### config.mk
export PLATFORM = sky130hd
export DESIGN_NAME = i2s_transmitter
export DESIGN_NICKNAME = d
export VERILOG_FILES = /design/src/rtl/i2s_transmitter.sv
export SDC_FILE = /design/constraint.sdc
export NUM_CORES = 1
export LEC_CHECK = 0
export BUFFER_PORTS_ARGS = -buffer_cell sky130_fd_sc_hd__clkbuf_2
export CORE_MARGIN = 2
export CORE_UTILIZATION = 40
export DETAILED_ROUTE_END_ITERATION = 8
export GPL_TIMING_DRIVEN = 0
export MAX_ROUTING_LAYER = met4
export PLACE_DENSITY_LB_ADDON = 0.05
export SYNTH_ARGS = -nofsm -noshare
export SYNTH_HDL_FRONTEND = slang
export SYNTH_SLANG_ARGS = --single-unit
### constraint.sdc
create_clock -name mclk -period 3.85 [get_ports mclk]
set_input_delay 0.5775 -clock mclk [delete_from_list [all_inputs] [get_ports mclk]]
set_output_delay 0.5775 -clock mclk [all_outputs]
set_load 0.02 [all_outputs]
### src/rtl/i2s_transmitter.sv
// I2S bus-master transmitter: divides mclk into sclk/lrclk and serialises
// stereo sample pairs MSB-first, one sclk after each lrclk edge.
module i2s_transmitter #(
    parameter int unsigned DATA_WIDTH = 24,
    parameter int unsigned SLOT_WIDTH = 32,
    parameter int unsigned MCLK_DIV   = 4
) (
    input  logic                  mclk,
    input  logic                  rst,
    input  logic [DATA_WIDTH-1:0] left_data,
    input  logic [DATA_WIDTH-1:0] right_data,
    input  logic                  din_valid,
    output logic                  din_ready,
    output logic                  mclk_out,
    output logic                  sclk_out,
    output logic                  lrclk_out,
    output logic                  sdout,
    output logic                  frame_start,
    output logic                  underrun
);

    localparam int unsigned DIV_W      = (MCLK_DIV > 2) ? $clog2(MCLK_DIV) : 1;
    localparam int unsigned FRAME_BITS = 2 * SLOT_WIDTH;
    localparam int unsigned BIT_W      = $clog2(FRAME_BITS);
    localparam int unsigned IDX_W      = (DATA_WIDTH > 1) ? $clog2(DATA_WIDTH) : 1;

    localparam logic [DIV_W-1:0] DIV_LAST = DIV_W'(MCLK_DIV - 1);
    localparam logic [DIV_W-1:0] DIV_HALF = DIV_W'(MCLK_DIV / 2);
    localparam logic [BIT_W-1:0] BIT_LAST = BIT_W'(FRAME_BITS - 1);
    localparam logic [BIT_W-1:0] SLOT_LEN = BIT_W'(SLOT_WIDTH);
    localparam logic [BIT_W-1:0] DATA_LEN = BIT_W'(DATA_WIDTH);

    logic [DIV_W-1:0]      div_q, div_d;
    logic [BIT_W-1:0]      bit_q, bit_d;
    logic                  sclk_q, sclk_d;
    logic                  lrclk_q, lrclk_d;
    logic                  sdout_q, sdout_d;
    logic                  fs_q, fs_d;
    logic                  ur_q, ur_d;
    logic                  hold_empty_q, hold_empty_d;
    logic [DATA_WIDTH-1:0] hold_l_q, hold_l_d;
    logic [DATA_WIDTH-1:0] hold_r_q, hold_r_d;
    logic [DATA_WIDTH-1:0] left_q, left_d;
    logic [DATA_WIDTH-1:0] right_q, right_d;

    logic                  fall;
    logic                  frame_wrap;
    logic                  accept;
    logic [BIT_W-1:0]      pos;
    logic [IDX_W-1:0]      idx;
    logic [DATA_WIDTH-1:0] chan;

    // The fall event is the mclk edge on which div_cnt wraps and sclk drops.
    assign fall       = (div_q == DIV_LAST);
    assign frame_wrap = fall && (bit_q == BIT_LAST);
    assign accept     = din_valid && hold_empty_q;

    always_ff @(posedge mclk or posedge rst) begin
        if (rst) begin
            div_q        <= '0;
            bit_q        <= BIT_LAST;
            sclk_q       <= 1'b0;
            lrclk_q      <= 1'b1;
            sdout_q      <= 1'b0;
            fs_q         <= 1'b0;
            ur_q         <= 1'b0;
            hold_empty_q <= 1'b1;
            hold_l_q     <= '0;
            hold_r_q     <= '0;
            left_q       <= '0;
            right_q      <= '0;
        end else begin
            div_q        <= div_d;
            bit_q        <= bit_d;
            sclk_q       <= sclk_d;
            lrclk_q      <= lrclk_d;
            sdout_q      <= sdout_d;
            fs_q         <= fs_d;
            ur_q         <= ur_d;
            hold_empty_q <= hold_empty_d;
            hold_l_q     <= hold_l_d;
            hold_r_q     <= hold_r_d;
            left_q       <= left_d;
            right_q      <= right_d;
        end
    end

    always_comb begin
        div_d        = fall ? '0 : div_q + DIV_W'(1);
        sclk_d       = (div_d >= DIV_HALF);
        bit_d        = bit_q;
        lrclk_d      = lrclk_q;
        sdout_d      = sdout_q;
        fs_d         = frame_wrap;
        ur_d         = frame_wrap && hold_empty_q;
        hold_empty_d = hold_empty_q;
        hold_l_d     = hold_l_q;
        hold_r_d     = hold_r_q;
        left_d       = left_q;
        right_d      = right_q;
        pos          = '0;
        idx          = '0;
        chan         = '0;

        // Slot position p=0 is the I2S delay bit; p>DATA_WIDTH is zero pad.
        if (fall) begin
            bit_d   = frame_wrap ? '0 : bit_q + BIT_W'(1);
            lrclk_d = (bit_d >= SLOT_LEN);
            pos     = lrclk_d ? bit_d - SLOT_LEN : bit_d;
            chan    = lrclk_d ? right_q : left_q;
            idx     = IDX_W'(DATA_LEN - pos);
            sdout_d = ((pos != '0) && (pos <= DATA_LEN)) ? chan[idx] : 1'b0;
        end

        // Both channels are captured together so a pair never splits across frames.
        if (frame_wrap) begin
            if (!hold_empty_q) begin
                left_d       = hold_l_q;
                right_d      = hold_r_q;
                hold_empty_d = 1'b1;
            end else begin
                left_d  = '0;
                right_d = '0;
            end
        end

        if (accept) begin
            hold_l_d     = left_data;
            hold_r_d     = right_data;
            hold_empty_d = 1'b0;
        end
    end

    assign din_ready   = hold_empty_q;
    assign mclk_out    = mclk;
    assign sclk_out    = sclk_q;
    assign lrclk_out   = lrclk_q;
    assign sdout       = sdout_q;
    assign frame_start = fs_q;
    assign underrun    = ur_q;

endmodule

==> results summary <==
STA classifies the critical path startpoint as a flop. The count of pins on the block boundary came out at a little under 60. The fraction of final layout cells sized beyond drive strength 1 is 26.88%. The power per cell area is a little over 400 nW/um^2. The most used flip-flop cell after synthesis is dfrtp_1. The actual transition at the worst max-transition pin is 0.8985 ns.

The post-synthesis to final-layout area growth came out at 17.66%. The mean routed wirelength per cell is 17.69 um. The number of synthesis warnings is 0.

The remaining number of nets flagged by the antenna check after routing is 0. Overall power consumption after layout is estimated at 2.468 mW. The maximum clock skew at final layout is 0.006081 ns.

The routability congestion estimate from global placement came out at 0.8748. Clock latency on the worst-skew pair, taken at its later pin, is 0.47 ns. The CTS clock-pin slew for the worst setup and hold paths came out at 0.07 ns. The post-layout utilization of the core is 47.94%. The number of nets produced by synthesis came out at 534. The number of inserted filler cells in the final layout is 1262.

The die outline area is 13720 um^2. In this run the post-CTS setup repair buffer count came out at 0. In this run the static leakage power is 2.915 nW. Dividing the detail-routed via count by the number of cells gives 5.090.

The number of violations of the max-capacitance limit came out at 0. The CTS tree is done. Walking the worst path, the cells encountered are ha_1 > nand3_1 > o21ai_1 > nand2_1 > a211oi_1 > nor4_1 > o311ai_1 > o221ai_1. STA classifies the critical path endpoint as a flop.

The initial core utilization is between 40% and 50%. Post-CTS repair changed the size of 0 cells. The number of buffers and inverters on the critical path is 0. The die extent in y came out at 117.2 um.

The maximum fanout along the worst path came out at 8. The detailed router's first-iteration violation count came out at roughly 180. The cell type of the slowest stage on the worst timing path is o21ai_1. The number of search-and-repair iterations in the first detailed-routing pass is 4. The hold violation count in the final report came out at 0. The smallest clock period supported by the final layout is computed as 3.013 ns. The total grt overflow is 0. The die width came out at 117.2 um. The core area is 12570 um^2.

After synthesis, the mean cell area works out to 10.65 um^2. The number of setup violations in the final report is 0. The synthesized netlist contains 58 unique library cells.

The global-route wire length before repair is slightly above 20 mm. The family of cells with the greatest summed delay on the critical path is compound AO/OA/AOI/OAI gates. The signal arrival time at the worst endpoint is between 3 and 4 ns. The number of antenna violations at the first check in global routing is 0. The via total after detailed routing came out at about 3700. After technology mapping, the gate count stands at 481. The met2 demand-to-capacity share in global routing came out at 31.46%.

Based on the critical path, the design can be clocked at up to 0.3320 GHz. The total of buffers placed on input and output ports is 57. The share of the clock period used by the worst path is 78.25%.

Counting flops with a built-in enable in the synthesized netlist gives 0. The fraction of met3 tracks used by global routing is 4.222%. The netlist area before placement came out at 5121 um^2. The total number of nets in the final design is 606. In this run, synthesis produced a sequential element count of 109. For this run, the total global-route usage over all layers was measured as 20.96%.

Setup repair after global routing left no endpoint under its margin. The post-route DRC violation count came out at 0. The peak ir drop on the vdd network came out at 0.3194 mV. The via count of the first global-routing pass is 3739.

The path class of the tightest hold or removal check is in -> async. The relative slew slack is 39.70%. Wires add up to about 13 mm. Entering global routing, the biggest net connects 60 pins. The run finished with clean final reports. met2 is the most crowded layer. The kind of critical path is reg -> reg.

The data required time at the worst endpoint is 4.17 ns. The total half-perimeter wirelength after legalization and detailed placement came out at around 9.6 mm. The sequential share of the synthesized area came out at 53.46%. The count of antenna diodes in the layout came out at 0. For this run, asynchronously set or reset flops after synthesis account for between 90% and 100%. The largest single stage delay on the critical path is 0.73 ns. For met1 alone, demand over resource in global routing was 27.88%. The number of max-slew violations in the final report came out at 0.

The hold buffer count at cts is 0. The row count is 41.
[cell families (layout without fill, tap and decap cells)]
family	Yosys count	in the layout	synth area share, %
adder cells (fa/ha/maj)	2	2	0.4886
AO/OA/AOI/OAI	62	62	8.625
buffers and inverters	45	122	3.665
AND/OR/NAND/NOR	200	200	19.89
XOR/XNOR	6	6	1.026
multiplexers	57	57	12.85
flip-flops	109	109	53.46
[state kept, by name (all words and copies together), names as in the netlist, 2 cells and up]
name	flops
hold_l_q	24
hold_r_q	24
left_q	24
right_q	24
bit_q	6
div_q	2
[cell type report]
| class | count | area (um^2) | share of cell area [%] |
|---|---|---|---|
| sequential | 109 | 2738 | 45.43 |
| inverter | 8 | 32.53 | 0.5399 |
| clock buffer | 14 | 309.0 | 5.129 |
| timing repair buffer | 57 | 307.8 | 5.108 |
| tap | 172 | 215.2 | 3.571 |
| multi-input combinational | 327 | 2196 | 36.44 |
| clock inverter | 6 | 70.07 | 1.163 |
| buffer | 37 | 157.7 | 2.616 |
[final timing paths]
kind                                      start                       end  slack, ns  cells past startpoint
setup / recovery           bit_q[0]$_DFFE_PP1P_         sdout$_DFFE_PP0P_       0.84                      8
hold / removal                              rst  hold_l_q[21]$_DFFE_PP0P_       0.20                      2
setup reg to reg           bit_q[0]$_DFFE_PP1P_         sdout$_DFFE_PP0P_       0.84                      8
hold reg to reg              div_q[0]$_DFF_PP0_        div_q[0]$_DFF_PP0_       0.43                      1
max in group asynchronous                   rst      bit_q[4]$_DFFE_PP1P_       2.88                      3
min in group mclk                     din_valid     din_ready$_DFFE_PP1P_       0.27                      2
[placed cells by master, fill, tap and decap left out, types with 3 or more instances in the layout]
master	synthesis	final
and3_1	6	6
buf_1	5	5
nor4_1	3	3
a211oi_1	7	7
mux2i_1	5	5
o21ai_0	9	9
dfstp_2	8	8
a31oi_1	3	3
inv_1	7	6
nand3_1	6	6
a21oi_1	11	11
dfrtp_1	101	101
clkbuf_16	0	12
xnor2_1	4	4
mux2_2	50	50
clkbuf_1	24	25
nand3b_1	48	48
nor2_1	11	11
a211o_1	3	3
clkbuf_2	0	57
buf_2	6	6
nor3_1	3	3
nand2_1	111	111
[metal layers]
| layer | vias up | routed length [um] | share of wire, % |
|---|---|---|---|
| met2 | 73 | 6024 | 47 |
| met5 | - | 0 | 0 |
| li1 | 1819 | - | - |
| met3 | 19 | 420 | 3.3 |
| met4 | 0 | 383 | 3.0 |
| met1 | 1805 | 6082 | 47 |
[report_power, final]
part	total [mW]	internal, mW	switching (mW)
Clock	1.13	0.662	0.469
Combinational	0.103	0.0616	0.0412
Sequential	1.23	1.20	0.0305
[metrics by stage]
stage,hold slack (ns),setup TNS [ns],setup slack (ns),instance area [um^2],std cells
after global placement,0.4134,-82.92,-0.8309,5622,710
final,0.1982,0,0.8375,6026,730
after global routing,0.2411,0,0.7004,6026,730
after floorplan,0.4007,0,0.4118,5121,481
after CTS,0.2168,0,0.8370,6026,730
after detailed placement,0.4256,0,0.8906,5652,711
[Yosys cell counts (5+ instances only)]
cell | instances | area (um^2)
dfrtp_1 | 101 | 2527
clkbuf_1 | 24 | 90.09
mux2_2 | 50 | 563.0
dfstp_2 | 8 | 210.2
inv_1 | 7 | 26.28
a211oi_1 | 7 | 52.55
buf_2 | 6 | 30.03
buf_1 | 5 | 18.77
nor2_1 | 11 | 41.29
a21oi_1 | 11 | 55.05
nand3b_1 | 48 | 360.4
o21ai_0 | 9 | 45.04
nand3_1 | 6 | 30.03
mux2i_1 | 5 | 50.05
and3_1 | 6 | 37.54
nand2_1 | 111 | 416.7
Power figures use the tool's default switching activity.
